==> config.mk <==
export PLATFORM = sky130hd
export DESIGN_NAME = lid_motion_sequencer
export DESIGN_NICKNAME = d
export VERILOG_FILES = /design/src/rtl/lid_pkg.sv /design/src/rtl/step_edge_detect.sv /design/src/rtl/lid_motion_sequencer.sv
export SDC_FILE = /design/constraint.sdc
export NUM_CORES = 1
export LEC_CHECK = 0
export BUFFER_PORTS_ARGS = -buffer_cell sky130_fd_sc_hd__buf_2
export CORE_MARGIN = 1.5
export CORE_UTILIZATION = 55
export DETAILED_ROUTE_END_ITERATION = 8
export MAX_ROUTING_LAYER = met4
export PLACE_DENSITY = 0.76
export REMOVE_ABC_BUFFERS = 1
export SYNTH_ARGS = -nofsm -noshare
export SYNTH_HDL_FRONTEND = slang
export SYNTH_SLANG_ARGS = --single-unit
==> constraint.sdc <==
create_clock -name clk -period 3.2 [get_ports clk]
set_input_delay 0.96 -clock clk [delete_from_list [all_inputs] [get_ports clk]]
set_output_delay 0.96 -clock clk [all_outputs]
set_load 0.05 [all_outputs]
==> src/rtl/lid_pkg.sv <==
// Shared types and codes for the lid motion sequencer: FSM states, lid position codes and
// stepper speed-select codes.
package lid_pkg;

    typedef enum logic [2:0] {
        StIdle,
        StRunOpen,
        StRunClose,
        StSettle,
        StFault
    } lid_fsm_e;

    localparam logic [1:0] LID_CLOSED  = 2'b00;
    localparam logic [1:0] LID_BETWEEN = 2'b01;
    localparam logic [1:0] LID_OPEN    = 2'b10;
    localparam logic [1:0] LID_FAULT   = 2'b11;

    localparam logic [1:0] MODE_FAST = 2'b00;
    localparam logic [1:0] MODE_SLOW = 2'b01;

endpackage

==> src/rtl/step_edge_detect.sv <==
// Synchronises the stepper coil pattern and emits a one-cycle pulse whenever a new nonzero
// coil pattern appears.
module step_edge_detect (
    input  logic       clk,
    input  logic       rst,
    input  logic [3:0] i_coil,
    output logic       o_step_pulse
);

    logic [3:0] r_sync1;
    logic [3:0] r_sync2;
    logic [3:0] r_last_nz;
    logic       w_step;

    // An all-zero pattern is the idle interface; only a change between nonzero patterns is a step.
    assign w_step       = (r_sync2 != 4'b0000) && (r_sync2 != r_last_nz);
    assign o_step_pulse = w_step;

    always_ff @(posedge clk or posedge rst) begin
        if (rst) begin
            r_sync1   <= 4'b0000;
            r_sync2   <= 4'b0000;
            r_last_nz <= 4'b0000;
        end else begin
            r_sync1 <= i_coil;
            r_sync2 <= r_sync1;
            if (w_step) begin
                r_last_nz <= r_sync2;
            end
        end
    end

endmodule

==> src/rtl/lid_motion_sequencer.sv <==
// Lid stepper sequencer: accepts open/close/stop requests, drives the stepper interface, tracks
// lid position from coil steps and enforces travel limits, settle time and a stall timeout.
module lid_motion_sequencer
    import lid_pkg::*;
#(
    parameter int unsigned OPEN_STEPS     = 512,
    parameter int unsigned SLOW_STEPS     = 32,
    parameter int unsigned SETTLE_CYCLES  = 1_000_000,
    parameter int unsigned TIMEOUT_CYCLES = 50_000_000,
    parameter int unsigned POS_W          = 12
) (
    input  logic             clk,
    input  logic             rst,
    input  logic             i_req_open,
    input  logic             i_req_close,
    input  logic             i_req_stop,
    input  logic [3:0]       i_coil_in,
    output logic             o_motor_dir,
    output logic             o_motor_en,
    output logic [1:0]       o_motor_mode,
    output logic             o_busy,
    output logic             o_done,
    output logic             o_fault,
    output logic [POS_W-1:0] o_lid_pos,
    output logic [1:0]       o_lid_state
);

    localparam int unsigned SETTLE_W = (SETTLE_CYCLES > 1) ? $clog2(SETTLE_CYCLES) : 1;
    localparam int unsigned STALL_W  = (TIMEOUT_CYCLES > 1) ? $clog2(TIMEOUT_CYCLES) : 1;
    localparam logic [SETTLE_W-1:0] SETTLE_LAST = SETTLE_W'(SETTLE_CYCLES - 1);
    localparam logic [STALL_W-1:0]  STALL_LAST  = STALL_W'(TIMEOUT_CYCLES - 1);
    localparam logic [POS_W-1:0]    POS_MAX     = POS_W'(OPEN_STEPS);
    localparam logic [POS_W-1:0]    POS_SLOW    = POS_W'(SLOW_STEPS);

    lid_fsm_e            r_state, w_state_d;
    logic                r_dir, w_dir_d;
    logic                r_complete, w_complete_d;
    logic                w_done_d;
    logic [POS_W-1:0]    r_pos, w_pos_d;
    logic [SETTLE_W-1:0] r_settle;
    logic [STALL_W-1:0]  r_stall;
    logic                w_step;
    logic                w_running, w_run_d;
    logic                w_at_target;
    logic                w_stall_hit;
    logic [POS_W-1:0]    w_remaining;

    logic                r_motor_en;
    logic [1:0]          r_motor_mode;
    logic                r_busy;
    logic                r_done;
    logic                r_fault;
    logic [1:0]          r_lid_state;

    step_edge_detect u_step_edge_detect (
        .clk          (clk),
        .rst          (rst),
        .i_coil       (i_coil_in),
        .o_step_pulse (w_step)
    );

    assign w_running   = (r_state == StRunOpen) || (r_state == StRunClose);
    assign w_at_target = (r_state == StRunOpen) ? (w_pos_d == POS_MAX) : (w_pos_d == '0);
    assign w_stall_hit = !w_step && (r_stall == STALL_LAST);

    // Trailing steps after the motor is disabled still move the lid in the last direction.
    always_comb begin
        w_pos_d = r_pos;
        if (w_step) begin
            if (r_dir) begin
                if (r_pos != '0) w_pos_d = r_pos - 1'b1;
            end else if (r_pos != POS_MAX) begin
                w_pos_d = r_pos + 1'b1;
            end
        end
    end

    always_comb begin
        w_state_d    = r_state;
        w_dir_d      = r_dir;
        w_complete_d = r_complete;
        w_done_d     = 1'b0;
        unique case (r_state)
            StIdle: begin
                if (i_req_open && !i_req_close) begin
                    if (r_pos != POS_MAX) begin
                        w_state_d = StRunOpen;
                        w_dir_d   = 1'b0;
                    end else begin
                        w_done_d = 1'b1;
                    end
                end else if (i_req_close && !i_req_open) begin
                    if (r_pos != '0) begin
                        w_state_d = StRunClose;
                        w_dir_d   = 1'b1;
                    end else begin
                        w_done_d = 1'b1;
                    end
                end
            end
            StRunOpen, StRunClose: begin
                if (i_req_stop) begin
                    w_state_d    = StSettle;
                    w_complete_d = 1'b0;
                end else if (w_at_target) begin
                    w_state_d    = StSettle;
                    w_complete_d = 1'b1;
                end else if (w_stall_hit) begin
                    w_state_d = StFault;
                end
            end
            StSettle: begin
                if (r_settle == SETTLE_LAST) begin
                    w_state_d = StIdle;
                    w_done_d  = r_complete;
                end
            end
            StFault: begin
                w_state_d = StFault;
            end
            default: w_state_d = StIdle;
        endcase
    end

    assign w_run_d     = (w_state_d == StRunOpen) || (w_state_d == StRunClose);
    assign w_remaining = w_dir_d ? w_pos_d : (POS_MAX - w_pos_d);

    always_ff @(posedge clk or posedge rst) begin
        if (rst) begin
            r_state      <= StIdle;
            r_dir        <= 1'b0;
            r_complete   <= 1'b0;
            r_pos        <= '0;
            r_settle     <= '0;
            r_stall      <= '0;
            r_motor_en   <= 1'b0;
            r_motor_mode <= MODE_FAST;
            r_busy       <= 1'b0;
            r_done       <= 1'b0;
            r_fault      <= 1'b0;
            r_lid_state  <= LID_CLOSED;
        end else begin
            r_state    <= w_state_d;
            r_dir      <= w_dir_d;
            r_complete <= w_complete_d;
            r_pos      <= w_pos_d;

            if (r_state != StSettle) begin
                r_settle <= '0;
            end else if (r_settle != SETTLE_LAST) begin
                r_settle <= r_settle + 1'b1;
            end

            if (!w_running || w_step) begin
                r_stall <= '0;
            end else if (r_stall != STALL_LAST) begin
                r_stall <= r_stall + 1'b1;
            end

            r_motor_en   <= w_run_d;
            r_motor_mode <= (w_run_d && (w_remaining <= POS_SLOW)) ? MODE_SLOW : MODE_FAST;
            r_busy       <= (w_state_d != StIdle);
            r_done       <= w_done_d;
            r_fault      <= (w_state_d == StFault);
            if (w_state_d == StFault)     r_lid_state <= LID_FAULT;
            else if (w_pos_d == '0)       r_lid_state <= LID_CLOSED;
            else if (w_pos_d == POS_MAX)  r_lid_state <= LID_OPEN;
            else                          r_lid_state <= LID_BETWEEN;
        end
    end

    assign o_motor_dir  = r_dir;
    assign o_motor_en   = r_motor_en;
    assign o_motor_mode = r_motor_mode;
    assign o_busy       = r_busy;
    assign o_done       = r_done;
    assign o_fault      = r_fault;
    assign o_lid_pos    = r_pos;
    assign o_lid_state  = r_lid_state;

endmodule
-- Word level (Yosys, flattened, before mapping)
Index checks and enable logic that the tools add are counted.
- output and inout port bits: 21
- word-level logic and storage cells: 94
- register bits after elaboration: 82
- muxes and demuxes: 36
- $add $sub $neg: 5
- reductions and logical operators: 22
- equal/unequal tests: 15
- $lt $le $gt $ge: 1
- operators with widths (cell ; count):
    $mux 12 ; 5
    $mux 26 ; 2
    $mux 20 ; 2
    $add 26x1->26 const B ; 1
    $eq 26x26->1 const B ; 1
    $ne 26x26->1 const B ; 1
    $mux 3 ; 8
    $add 20x1->20 const B ; 1
    $eq 20x20->1 const B ; 1
    $ne 20x20->1 const B ; 1
    $mux 1 ; 14
    $add 12x1->12 const B ; 1
    $eq 12x10->1 const B ; 1
    $le 12x6->1 const B ; 1
    $logic_not 12->1 ; 1
    $ne 12x10->1 const B ; 1
    $pmux 3 s4 ; 1
    $reduce_bool 12->1 ; 1
    $sub 10x12->12 const A ; 1
    $sub 12x1->12 const B ; 1
    $eq 3x2->1 const B ; 3
    $eq 3x1->1 const B ; 2
    $eq 3x3->1 const B ; 2
    $mux 2 ; 3
    other kinds (12) ; 23

-- Depth between registers and ports, before layout
Gate-level depths: netlist of run 1.
- depth in word-level cells: 13
- mapped depth: 12
- gate-level depth less buffers: 11

-- By module
Synthesis of run 1 repeated with hierarchy kept, for this count alone.
- cells, all modules: 484
- area total of the unflattened synthesis: 4598.2 um2
- by module, submodules not included (module ; cells an instance ; instances ; area each (um2) ; sequential area each (um2)):
    lid_motion_sequencer ; 461 ; 1 ; 4199.0 ; 1751.7
    step_edge_detect ; 23 ; 1 ; 399.1 ; 300.3

-- Worst setup path after synthesis of run 1
Ideal clock, no wire load.
- path type: reg-to-reg
- from: register r_pos[1], in the netlist o_lid_pos[1]
- to: register r_motor_en, in the netlist o_motor_en
- path buffers: 1
- slack: -0.214 ns
- clock period less this slack: 3.414 ns
- stages on the path, launching flop included: 13
- required time: 3.069 ns
- setup time: 0.131 ns
- arrival: 3.283 ns
- cells stage by stage: dfrtp_1 clkbuf_1 inv_1 ha_1 or3b_2 nor4_4 xnor2_1 o31a_1 or3_4 a22oi_4 nand4_4 o31ai_1 inv_1
- cells in the longest elaborated chain, start to end: 11
- elaborated cells between the ends (all ways): 21
- those cells by class: 2 x add/sub; 4 x eq/ne; 12 x mux; 3 x reduce/logical
- ends and longest elaborated chain (item ; RTL line ; text):
    start, declared ; lid_motion_sequencer.sv:39 ; logic [POS_W-1:0] r_pos, w_pos_d;
    start signal, assigned ; lid_motion_sequencer.sv:146 ; r_pos <= w_pos_d;
    $add 12x1->12 (tied with other cells) ; lid_motion_sequencer.sv:73 ; w_pos_d = r_pos + 1'b1;
    $mux 12, on equally long branches ; lid_motion_sequencer.sv:72, lid_motion_sequencer.sv:71 ;
    $mux 12 ; lid_motion_sequencer.sv:70 ; if (r_dir) begin
    $mux 12 ; lid_motion_sequencer.sv:69 ; if (w_step) begin
    $eq 12x10->1 / $logic_not 12->1 (equally long branches) ; lid_motion_sequencer.sv:63 ; assign w_at_target = (r_state == StRunOpen) ? (w_pos_d == POS_MAX) : (w_pos_d == '0);
    $mux 1 ; lid_motion_sequencer.sv:63 ;
    $mux 3 ; lid_motion_sequencer.sv:105 ; end else if (w_at_target) begin
    $mux 3 ; lid_motion_sequencer.sv:102 ; if (i_req_stop) begin
    $pmux 3 s4 * ; lid_motion_sequencer.sv:83 ; unique case (r_state)
    $eq 3x1->1 / $eq 3x2->1 (equally long branches) ; lid_motion_sequencer.sv:125 ; assign w_run_d = (w_state_d == StRunOpen) || (w_state_d == StRunClose);
    $logic_or 1x1->1 * ; lid_motion_sequencer.sv:125 ;
    net w_run_d ; lid_motion_sequencer.sv:43 ; logic w_running, w_run_d;
    end signal, assigned ; lid_motion_sequencer.sv:160 ; r_motor_en <= w_run_d;
    end, declared ; lid_motion_sequencer.sv:48 ; logic r_motor_en;
The timed path passes the listed nets; every way through them passes the cells marked *.
A chain may end at the register's enable or synchronous reset.

-- Worst setup path in the final report of run 1
- from: register r_pos[1], in the netlist o_lid_pos[1]
- to: register r_complete
- cells in the longest elaborated chain, start to end: 8
- elaborated cells between the ends (all ways): 13
- those cells by class: 2 x add/sub; 2 x eq/ne; 5 x mux; 4 x reduce/logical
- ends and longest elaborated chain (item ; RTL line ; text):
    $add 12x1->12 (tied with other cells) ; lid_motion_sequencer.sv:73 ;
    $mux 12, on equally long branches ; lid_motion_sequencer.sv:72, lid_motion_sequencer.sv:71 ;
    $mux 12 ; lid_motion_sequencer.sv:70 ;
    $mux 12 * ; lid_motion_sequencer.sv:69 ;
    $eq 12x10->1 / $logic_not 12->1 (equally long branches) ; lid_motion_sequencer.sv:63 ;
    $mux 1 * ; lid_motion_sequencer.sv:63 ;
    $reduce_bool 2->1 (no source line) * ; -- ;
    $reduce_and 2->1 (no source line) * ; -- ;
    end signal, assigned ; lid_motion_sequencer.sv:145 ; r_complete <= w_complete_d;
    end, declared ; lid_motion_sequencer.sv:37 ; logic r_complete, w_complete_d;
Every way passes the cells marked *; elsewhere a longest branch is shown, timed or not.

==> results of run 1 <==
-- worst register-to-register path, delay by kind of cell, from the launching register on --
kind | cells | cell delay [ns]
AO/OA/AOI/OAI | 3 | 0.70
buffers and inverters | 1 | 0.10
AND/OR/NAND/NOR | 5 | 1.51
adder cells (fa/ha/maj) | 1 | 0.17
flip-flops | 1 | 0.39
XOR/XNOR | 1 | 0.10
-- cell usage in the layout (no fill, tap or decap), types with 3 or more instances in the layout --
cell type,n
a21oi_1,21
a31oi_1,4
and2_1,3
and3_1,5
and4_1,6
buf_2,28
buf_4,26
clkbuf_8,10
clkinv_4,3
dfrtp_1,82
ha_1,5
inv_1,20
nand2_1,41
nand2b_1,7
nand3_1,26
nand3b_1,3
nand4_1,21
nor2_1,63
nor3_1,10
nor3b_1,4
nor4_1,9
o21a_1,4
o21ai_0,13
or3_1,8
xnor2_1,19
xor2_1,30
-- power groups by stage --
| stage | combinational, W | clock (W) | sequential [W] |
|---|---|---|---|
| 6_report | 0.000950 | 0.000766 | 0.00114 |
| 5_1_grt | 0.00102 | 0.000828 | 0.00115 |
| 4_1_cts | 0.000931 | 0.000783 | 0.00114 |
| 3_5_place_dp | 0.000928 | 0 | 0.00116 |
| 3_3_place_gp | 0.000910 | 0 | 0.00116 |
| 2_1_floorplan | 0.000399 | 0 | 0.00138 |
-- metrics by stage --
stage	TNS (ns)	setup slack [ns]	instance area, µm²	power [W]
3_5_place_dp	0	0.0585	4810	0.00209
6_report	0	0.149	5070	0.00286
3_3_place_gp	0	0.139	4810	0.00207
4_1_cts	0	0.0379	5020	0.00285
2_1_floorplan	-1.05	-0.173	4360	0.00178
5_1_grt	0	0.00862	5070	0.00299
-- timing repair --
item                       CTS  global route
setup endpoints to repair    0             9
resized for setup            0             7
setup buffers                0             1
-- cell usage after synthesis (3+ instances only) --
library cell	instances	area share [%]
inv_1	21	1.8
and4_1	6	1.2
o21a_1	4	0.67
o21ai_0	13	1.5
nand2b_1	7	0.98
and2_1	3	0.42
nor3_1	11	1.2
nand4_1	21	2.9
clkbuf_1	10	0.84
ha_1	5	1.4
xnor2_1	19	3.7
nand2_1	41	3.4
nor4_1	9	1.3
nand3_1	26	2.9
nand3b_1	3	0.50
a21oi_1	22	2.5
nor2_1	64	5.4
a31oi_1	4	0.56
xor2_1	30	5.9
or3_1	8	1.1
o31ai_1	3	0.50
clkbuf_8	5	1.5
nor3b_1	4	0.67
dfrtp_1	82	46
and3_1	5	0.70
-- worst min path at each step --
stage | startpoint | endpoint | slack [ns] | depth (start not counted)
floorplan | u_step_edge_detect.r_sync1[0]$_DFF_PP0_ | u_step_edge_detect.r_sync2[0]$_DFF_PP0_ | 0.33 | 0
global placement | u_step_edge_detect.r_sync1[3]$_DFF_PP0_ | u_step_edge_detect.r_sync2[3]$_DFF_PP0_ | 0.33 | 0
detailed placement | u_step_edge_detect.r_sync1[2]$_DFF_PP0_ | u_step_edge_detect.r_sync2[2]$_DFF_PP0_ | 0.34 | 0
CTS | u_step_edge_detect.r_sync1[0]$_DFF_PP0_ | u_step_edge_detect.r_sync2[0]$_DFF_PP0_ | 0.35 | 0
global route | u_step_edge_detect.r_sync1[2]$_DFF_PP0_ | u_step_edge_detect.r_sync2[2]$_DFF_PP0_ | 0.36 | 0
finish | u_step_edge_detect.r_sync1[0]$_DFF_PP0_ | u_step_edge_detect.r_sync2[0]$_DFF_PP0_ | 0.35 | 0
-- kinds of logic (layout without fill, tap and decap cells) --
family          after synthesis  in the layout  share of synthesized area (%)
compound gates               72             72                           10.9
xor+xnor                     49             49                           9.59
fa+ha+maj                     5              5                           1.40
buf+inv                      38             91                           4.42
flops                        82             82                           45.9
mux                           2              2                          0.475
other cells                   1              1                         0.0838
simple gates                229            229                           27.3
-- sequential cells by signal, indices dropped and copies added (netlist names), 2 cells and up --
| register | count |
|---|---|
| o_lid_pos | 12 |
| o_lid_state | 2 |
| r_settle | 20 |
| r_stall | 26 |
| r_state | 3 |
| u_step_edge_detect.r_last_nz | 4 |
| u_step_edge_detect.r_sync1 | 4 |
| u_step_edge_detect.r_sync2 | 4 |
-- area by class of cell --
| cell class | count | area (µm²) | share of cell area [%] |
|---|---|---|---|
| clock buffer | 11 | 141 | 2.79 |
| clock inverter | 5 | 63.8 | 1.26 |
| inverter | 21 | 80.1 | 1.58 |
| multi-input combinational | 358 | 2270 | 44.7 |
| sequential | 82 | 2050 | 40.5 |
| tap | 102 | 128 | 2.52 |
| timing repair buffer | 54 | 335 | 6.62 |
-- metal layers --
metal / track usage, % / routed length, µm / share of wire [%] / vias up
li1: - / - / - / 1781
met1: 32.2 / 4490 / 45 / 1789
met5: - / 0 / 0 / -
met3: 3.82 / 455 / 4.6 / 22
met4: 9.97 / 223 / 2.3 / 0
met2: 39.7 / 4740 / 48 / 107
==> key figures, run 1 <==
Run status
  • Status: finished, final reports clean

Power and ir drop
  • VDD IR max: about 0.00023 V
  • Pint: approximately 0.0018 W
  • Switching part of the total: approximately 37%
  • Sequential share of power: roughly two fifths
  • Switching Power: ~0.0011 W
  • Clock power frac: a little over a quarter
  • Cell Pwr Density: ~560 nW/µm²
  • Combinational share of power: between 30% and 40%
  • Pleak: between 2 and 2.5 nW

Worst setup path
  • Arr. time, crit path: ~3.3 ns
  • End of the critical path: r_complete$_DFFE_PP0P_
  • Cell count along the critical path: 11
  • Reg2reg path depth: 11
  • Startpoint types: register
  • Kind of cell adding the most delay to the critical path: simple AND/OR/NAND/NOR gates
  • Worst path buffer plus inverter count: 1
  • Worst Path Class, Setup: reg2reg
  • R2R Path End: r_complete$_DFFE_PP0P_
  • Worst flop-to-flop path startpoint: o_lid_pos[1]$_DFF_PP0_
  • Crit path largest cell delay: about 0.50 ns
  • Reg2Reg Setup Slack: around 0.15 ns
  • Crit path launch: o_lid_pos[1]$_DFF_PP0_
  • Cell Chain, Critical Path: inv_1 -> ha_1 -> or3b_2 -> nor4_4 -> xnor2_1 -> o31a_1 -> or3_4 -> a22oi_4 -> nand4_4 -> nor3_2 -> a2bb2oi_1
  • CP max stage cell: or3b_2
  • Worst EP required: roughly 3.5 ns
  • Worst setup EP type: register
  • Max Fanout on Critical Path: 6

Route
  • WL final: between 9000 and 10,000 µm
  • 1st-iter DRT viols: roughly 150
  • Vias: around 3,700
  • Post-DR vias/cell: slightly below 6
  • Average wire per standard cell: between 15 and 20 µm
  • Final ANT Viol Nets: 0
  • DRC viols: 0
  • Number of detailed-route iterations in the first pass: 4

STA
  • Slew of the pin with the lowest slew margin: between 0.7 and 0.8 ns
  • Fin crit share: ~95%
  • Setup violators final: 0
  • Setup Skew: approximately 0.0093 ns
  • Fmax achieved: roughly 330 MHz
  • Hold slack: about 0.35 ns
  • Tmin final: between 3 and 4 ns
  • Slew Viols, Final: 0
  • Setup repair after global routing missed its margin: no
  • Max_slew headroom: about half
  • Final hold vios: 0

GRT
  • Total grt overflow: 0
  • First-pass GRT wire length: about 16,000 µm
  • Vias in the first global route: about 3,500
  • Initial antenna violation count: 0
  • Global Route Usage Sum: between 20% and 30%
  • Largest net degree at the start of global routing: 32

Clock network
  • Clk buf depth: 2
  • CTS tree: yes
  • CTS sink cnt: ~80
  • CTS Root Cell: clkbuf_8
  • H-tree Lvls: 3
  • Clk slew on worst S/H paths: around 0.090 ns
  • Hold Buf Count CTS: 0
  • Worst-Skew Late Latency: ~0.36 ns
  • CTS buffer count: 9

Floorplanning
  • Row count: 32
  • Area of the die: a little under 9000 µm²
  • Ports: 30
  • Die Y: roughly 93 µm
  • Chip width: approximately 93 µm
  • Core ar.: ~7800 µm²
  • Effective utilization at floorplan: about 57%

Synth
  • Flops & latches, synth: 82
  • Synth Cell Area: between 4000 and 5000 µm²
  • Yosys warns: 0
  • EDFF count, synth: 0
  • Cells after synthesis: between 400 and 500
  • Number of library cell types mapped by synthesis: 65
  • Share of synthesized flip-flops with an asynchronous set or reset: 100%
  • Avg Cell Area, Syn: ~9.4 µm²
  • Sequential-to-total area share from yosys stat: a little under half
  • Most common flop cell mapped by yosys: dfrtp_1

Cells and area
  • Post-Layout Cell Count: about 630
  • Fillers: between 600 and 700
  • Fin util: between 60% and 70%
  • N_diodes: 0
  • Layout net count: 540
  • Layout cells sized above 1: between 15 and 20%
  • Layout area overhead: 13.2%

Job
  • Max Cap Viol: 0

Placed design
  • Inst Count DP: around 620
  • HPWL after DPL: ~7200 µm
  • Final RePlAce weighted congestion: around 0.95
  • I/O Buffers: 28

Min path
  • Hold crit path type: reg2reg
No activity file was read; power rests on OpenSTA's default activity.
==> run 2: changes to the inputs <==
==> constraint.sdc (replaced) <==
create_clock -name clk -period 2.7 [get_ports clk]
set_input_delay 0.81 -clock clk [delete_from_list [all_inputs] [get_ports clk]]
set_output_delay 0.81 -clock clk [all_outputs]
set_load 0.05 [all_outputs]
==> key figures, run 2 (same netlist as run 1, synthesis figures left out) <==
Run status
  • Status: finished with violations
  • Failing checks: setup timing

Clock network
  • Clk slew on worst S/H paths: 0.09 ns (about the same)
  • CTS Root Cell: clkbuf_8
  • Worst-Skew Late Latency: 0.36 ns (about the same)
  • CTS sink cnt: 82 (unchanged)
  • H-tree Lvls: 3 (unchanged)
  • Hold Buf Count CTS: 0 (unchanged)
  • Clk buf depth: 2 (unchanged)
  • CTS buffer count: 9 (unchanged)
  • CTS tree: yes

STA
  • Setup repair after global routing missed its margin: yes
  • Fmax achieved: 345 MHz (+5.2%)
  • Setup Skew: 0.0107 ns (+0.00134 ns)
  • Max_slew headroom: 48.9% (-1.3 points)
  • Tmin final: 2.90 ns (-0.151 ns)
  • Final hold vios: 0 (unchanged)
  • Setup violators final: 10 (+10)
  • Hold slack: 0.356 ns (+0.0107 ns)
  • Slew of the pin with the lowest slew margin: 0.764 ns (+0.0196 ns)
  • Fin crit share: 107% (+12 points)
  • Worst setup margin: -0.200 ns (-0.349 ns)
  • Slew Viols, Final: 0 (unchanged)

Floorplanning
  • Row count: 32 (unchanged)
  • Area of the die: 8690 µm² (unchanged)
  • Core ar.: 7810 µm² (unchanged)
  • Die Y: 93.2 µm (unchanged)
  • Chip width: 93.2 µm (unchanged)
  • Ports: 30 (unchanged)
  • Effective utilization at floorplan: 57.3% (unchanged)

Power and ir drop
  • Cell Pwr Density: 665 nW/µm² (+18%)
  • Switching Power: 0.00133 W (+25%)
  • Switching part of the total: 37.2% (+0.19 points)
  • VDD IR max: 0.000388 V (+67%)
  • Clock power frac: 25.7% (-1.1 points)
  • Pleak: 2.37 nW (+7.9%)
  • Combinational share of power: 36.9% (+3.6 points)
  • Pint: 0.00224 W (+24%)
  • Sequential share of power: 37.5% (-2.4 points)

GRT
  • Vias in the first global route: 4,019 (+16%)
  • Total grt overflow: 0 (unchanged)
  • First-pass GRT wire length: 18,500 µm (+13%)
  • Initial antenna violation count: 0 (unchanged)
  • GRT busiest layer: met2
  • Largest net degree at the start of global routing: 27 (-16%)
  • Global Route Usage Sum: 27.8% (+2.8 points)
  • GRT met1 Usage: 33.8% (+1.5 points)
  • Met2 usage: 47.3% (+7.5 points)
  • Met3 usage: 3.01% (-0.81 points)

Placed design
  • Final RePlAce weighted congestion: 0.933 (-2.2%)
  • Inst Count DP: 649 (+5.4%)
  • I/O Buffers: 28 (unchanged)
  • HPWL after DPL: 7710 µm (+7.4%)

Worst setup path
  • Worst flop-to-flop path startpoint: o_lid_pos[5]$_DFF_PP0_
  • Max Fanout on Critical Path: 6 (unchanged)
  • CP max stage cell: or4_4
  • Crit path largest cell delay: 0.54 ns (+0.04 ns)
  • Cell Chain, Critical Path: or4_4 -> nor4_4 -> xnor2_1 -> o31a_1 -> or3_4 -> a22oi_4 -> nand4_4 -> o31ai_2 -> buf_4 -> a211oi_2
  • Arr. time, crit path: 3.15 ns (-0.18 ns)
  • Crit path launch: o_lid_pos[5]$_DFF_PP0_
  • Reg2reg path depth: 10 (-1)
  • Startpoint types: register
  • R2R Path End: o_motor_mode[0]$_DFF_PP0_
  • Worst setup EP type: register
  • End of the critical path: o_motor_mode[0]$_DFF_PP0_
  • Reg2Reg Setup Slack: -0.20 ns (-0.35 ns)
  • Worst Path Class, Setup: reg2reg
  • Worst EP required: 2.95 ns (-0.52 ns)

Cells and area
  • Fillers: 616 (-4.0%)
  • Layout cells sized above 1: 23.5% (+6.7 points)
  • Post-Layout Cell Count: 668 (+5.5%)
  • N_diodes: 0 (unchanged)
  • Max reg flops: 26 (unchanged)
  • Commonest non-fill, non-tap cell in the layout: dfrtp_1
  • Layout area overhead: 19.7%
  • Layout net count: 575 (+6.5%)
  • Most frequent cells in the layout: dfrtp_1 (82), nor2_1 (62), buf_4 (60), nand2_1 (41), xor2_1 (30)
  • Biggest register: r_stall

Route
  • Post-DR vias/cell: 5.68 (-2.9%)
  • DRC viols: 0 (unchanged)
  • 1st-iter DRT viols: 256 (+70%)
  • Number of detailed-route iterations in the first pass: 4 (unchanged)
  • Vias: 3,791 (+2.5%)
  • Average wire per standard cell: 15.8 µm (+1.2%)
  • WL final: 10,600 µm (+6.8%)
  • Final ANT Viol Nets: 0 (unchanged)

Min path
  • Hold crit path type: reg2reg

Job
  • Max Cap Viol: 0 (unchanged)
[run 2: worst min path at each step]
stage,depth (start not counted),from,slack [ns],endpoint
finish,0,u_step_edge_detect.r_sync1[2]$_DFF_PP0_,0.36,u_step_edge_detect.r_sync2[2]$_DFF_PP0_
global route,0,u_step_edge_detect.r_sync1[2]$_DFF_PP0_,0.37,u_step_edge_detect.r_sync2[2]$_DFF_PP0_
CTS,0,u_step_edge_detect.r_sync1[2]$_DFF_PP0_,0.36,u_step_edge_detect.r_sync2[2]$_DFF_PP0_
detailed placement,0,u_step_edge_detect.r_sync1[2]$_DFF_PP0_,0.34,u_step_edge_detect.r_sync2[2]$_DFF_PP0_
global placement,0,u_step_edge_detect.r_sync1[3]$_DFF_PP0_,0.33,u_step_edge_detect.r_sync2[3]$_DFF_PP0_
floorplan,0,u_step_edge_detect.r_sync1[0]$_DFF_PP0_,0.33,u_step_edge_detect.r_sync2[0]$_DFF_PP0_
[run 2: power by group through the flow]
stage	clock network, W	logic (W)	registers [W]
2_1_floorplan	0	0.000473	0.00163
4_1_cts	0.000929	0.00129	0.00133
3_5_place_dp	0	0.00127	0.00136
3_3_place_gp	0	0.00124	0.00135
5_1_grt	0.000996	0.00141	0.00134
6_report	0.000915	0.00131	0.00134
[run 2: per-stage QoR]
step	utilization [%]	worst slack, ns	total power, W	cell area [µm²]	TNS, ns
floorplan	-	-0.673	0.00211	4360	-23.96
global placement	65.0	-0.325	0.00259	5070	-2.60
detailed placement	65.0	-0.375	0.00262	5070	-3.18
CTS	68.1	-0.187	0.00355	5320	-1.38
global route	68.6	-0.328	0.00375	5360	-2.74
finish	68.6	-0.200	0.00356	5360	-1.56
[run 2: metal layers]
| layer | up-vias | wire, µm |
|---|---|---|
| met5 | - | 0 |
| met4 | 0 | 168 |
| met3 | 17 | 361 |
| met2 | 73 | 5370 |
| met1 | 1836 | 4680 |
| li1 | 1865 | - |
[run 2: what timing repair did]
| action | in CTS | in global routing |
|---|---|---|
| endpoints found under the setup margin | 10 | 10 |
| pin swaps | 7 | 5 |
| setup buffers | 2 | 1 |
| gates resized for setup | 8 | 7 |
[run 2: layout make-up]
| cell class | instances | area (µm²) | share of cell area (%) |
|---|---|---|---|
| clock inverter | 7 | 76.3 | 1.42 |
| clock buffer | 9 | 124 | 2.31 |
| tap | 102 | 128 | 2.38 |
| multi-input combinational | 358 | 2290 | 42.7 |
| inverter | 21 | 80.1 | 1.49 |
| timing repair buffer | 89 | 611 | 11.4 |
| sequential | 82 | 2050 | 38.3 |
[run 2: critical path: cells and delay by family (launching register included)]
family,cells,cell delay [ns]
buffers and inverters,1,0.15
XOR/XNOR,1,0.11
AND/OR/NAND/NOR,4,1.37
flip-flops,1,0.40
AO/OA/AOI/OAI,4,0.76
==> run 3: changes to the inputs <==
--- a/config.mk
+++ b/config.mk
@@ -9,7 +9,6 @@
 export CORE_MARGIN = 1.5
 export CORE_UTILIZATION = 55
 export DETAILED_ROUTE_END_ITERATION = 8
-export MAX_ROUTING_LAYER = met4
 export PLACE_DENSITY = 0.76
 export REMOVE_ABC_BUFFERS = 1
 export SYNTH_ARGS = -nofsm -noshare
==> key figures, run 3 (same netlist as run 1, synthesis figures left out) <==
STA
  • Fin crit share: 109% (+1.9 points)
  • Worst setup margin: -0.252 ns (-0.0523 ns)
  • Max_slew headroom: 49.3% (+0.38 points)
  • Fmax achieved: 339 MHz (-1.8%)
  • Setup Skew: 0.0124 ns (+0.00171 ns)
  • Tmin final: 2.95 ns (+0.0523 ns)
  • Slew Viols, Final: 0 (unchanged)
  • Setup violators final: 10 (unchanged)
  • Setup repair after global routing missed its margin: yes
  • Slew of the pin with the lowest slew margin: 0.758 ns (-0.00565 ns)
  • Final hold vios: 0 (unchanged)
  • Setup TNS: -2.01 ns (-0.442 ns)

GRT
  • Total grt overflow: 0 (unchanged)
  • First-pass GRT wire length: 18,400 µm (-0.44%)
  • Global Route Usage Sum: 27.4% (-0.33 points)
  • Largest net degree at the start of global routing: 32 (+19%)
  • Vias in the first global route: 3,932 (-2.2%)
  • Initial antenna violation count: 0 (unchanged)

Placed design
  • Placed Area: 5120 µm² (+1.0%)
  • I/O Buffers: 28 (unchanged)
  • Inst Count DP: 656 (+1.1%)
  • HPWL after DPL: 7600 µm (-1.5%)
  • Pre-CTS WS: -0.402 ns (-0.0270 ns)
  • Final RePlAce weighted congestion: 0.940 (+0.78%)

Min path
  • Worst Hold Launch: u_step_edge_detect.r_sync1[3]$_DFF_PP0_
  • Hold crit path type: reg2reg
  • Worst hold endpoint: u_step_edge_detect.r_sync2[3]$_DFF_PP0_
  • Hold Crit Depth: 0 (unchanged)

Floorplanning
  • Ports: 30 (unchanged)
  • Chip width: 93.2 µm (unchanged)
  • Core ar.: 7810 µm² (unchanged)
  • Area of the die: 8690 µm² (unchanged)
  • Effective utilization at floorplan: 57.3% (unchanged)
  • Die Y: 93.2 µm (unchanged)
  • Row count: 32 (unchanged)

Clock network
  • H-tree Lvls: 3 (unchanged)
  • Clk slew on worst S/H paths: 0.09 ns (about the same)
  • CTS Root Cell: clkbuf_8
  • CTS sink cnt: 82 (unchanged)
  • Clk buf depth: 2 (unchanged)
  • CTS tree: yes
  • Hold Buf Count CTS: 0 (unchanged)
  • Worst-Skew Late Latency: 0.36 ns (about the same)
  • CTS buffer count: 9 (unchanged)

Power and ir drop
  • Cell Pwr Density: 650 nW/µm² (-2.4%)
  • VDD IR max: 0.000397 V (+2.3%)
  • Pleak: 2.40 nW (+1.4%)

Cells and area
  • Layout area overhead: 21.4%
  • Commonest non-fill, non-tap cell in the layout: dfrtp_1
  • Fillers: 614 (-0.32%)
  • Max reg flops: 26 (unchanged)
  • Biggest register: r_stall
  • Fin util: 69.6% (+0.96 points)
  • Post-Layout Cell Count: 676 (+1.2%)
  • Layout net count: 583 (+1.4%)
  • Most frequent cells in the layout: dfrtp_1 (82), buf_4 (65), nor2_1 (61), nand2_1 (41), xor2_1 (30)
  • N_diodes: 0 (unchanged)
  • Layout cells sized above 1: 24.7% (+1.2 points)
  • Final Cell Area: 5430 µm² (+1.4%)

Worst setup path
  • Reg2Reg Setup Slack: -0.25 ns (-0.05 ns)
  • Worst flop-to-flop path startpoint: o_lid_pos[6]$_DFF_PP0_
  • Reg2reg path depth: 10 (unchanged)
  • Arr. time, crit path: 3.25 ns (+0.10 ns)
  • Worst EP required: 2.99 ns (+0.04 ns)
  • Worst setup EP type: register
  • Worst Path Class, Setup: reg2reg
  • Startpoint types: register
  • Max Fanout on Critical Path: 6 (unchanged)
  • R2R Path End: r_complete$_DFFE_PP0P_

Route
  • Vias: 3,945 (+4.1%)
  • Final ANT Viol Nets: 0 (unchanged)
  • Post-DR vias/cell: 5.84 (+2.8%)
  • DRC viols: 0 (unchanged)
  • Number of detailed-route iterations in the first pass: 5 (+1)
  • Average wire per standard cell: 16.4 µm (+3.5%)
  • WL final: 11,100 µm (+4.7%)
  • 1st-iter DRT viols: 156 (-39%)

Job
  • Max Cap Viol: 0 (unchanged)

Run status
  • Status: finished with violations
  • Failing checks: setup timing
## run 3: power by group
part           internal (W)  total (W)  leakage (nW)  switching, W
clock              0.000367   0.000849        0.0891      0.000482
combinational      0.000521    0.00135          1.24      0.000825
sequential          0.00130    0.00133          1.07     0.0000367
## run 3: final cells by class
type	count	area (µm²)	area share, %
clock buffer	10	138	2.53
clock inverter	6	50.0	0.921
inverter	21	80.1	1.47
multi-input combinational	358	2300	42.4
sequential	82	2050	37.8
tap	102	128	2.35
timing repair buffer	97	682	12.6
## run 3: per-layer routing
metal | track usage (%) | vias up | part of all wire [%]
met4 | 12.2 | 0 | 3.2
li1 | - | 1866 | -
met3 | 5.61 | 32 | 5.0
met1 | 33.0 | 1921 | 41
met5 | 0 | - | 0
met2 | 47.3 | 126 | 51
## run 3: per-stage QoR
step	hold WS [ns]	power (W)
floorplan	0.331	0.00211
global placement	0.334	0.00262
detailed placement	0.338	0.00263
CTS	0.360	0.00350
global route	0.363	0.00371
finish	0.357	0.00353
## run 3: worst max path at each step
stage / startpoint / end / slack, ns / depth (start not counted)
floorplan: o_lid_pos[0]$_DFF_PP0_ / o_motor_en$_DFF_PP0_ / -0.67 / 11
global placement: o_lid_pos[0]$_DFF_PP0_ / o_fault$_DFF_PP0_ / -0.32 / 12
detailed placement: o_lid_pos[0]$_DFF_PP0_ / o_fault$_DFF_PP0_ / -0.40 / 12
CTS: o_lid_pos[4]$_DFF_PP0_ / o_motor_mode[0]$_DFF_PP0_ / -0.18 / 10
global route: o_lid_pos[0]$_DFF_PP0_ / o_motor_mode[0]$_DFF_PP0_ / -0.41 / 12
finish: o_lid_pos[6]$_DFF_PP0_ / r_complete$_DFFE_PP0P_ / -0.25 / 10
## run 3: repair_timing
action | 4_1_cts | 5_1_grt
gates resized for setup | 6 | 17
setup buffers | 2 | 2
gates cloned | 0 | 0
pin swaps | 8 | 7
setup endpoints to repair | 10 | 10
## run 3: worst max-delay path, cell delays in order (launching register included)
cell and delay, ns:
dfrtp_1 0.38, or4_4 0.56, nor4_4 0.32, xnor2_1 0.11
o31a_1 0.24, or3_4 0.34, a22oi_4 0.25, nand4_4 0.22
buf_6 0.18, nor3_4 0.11, a2bb2oi_1 0.17
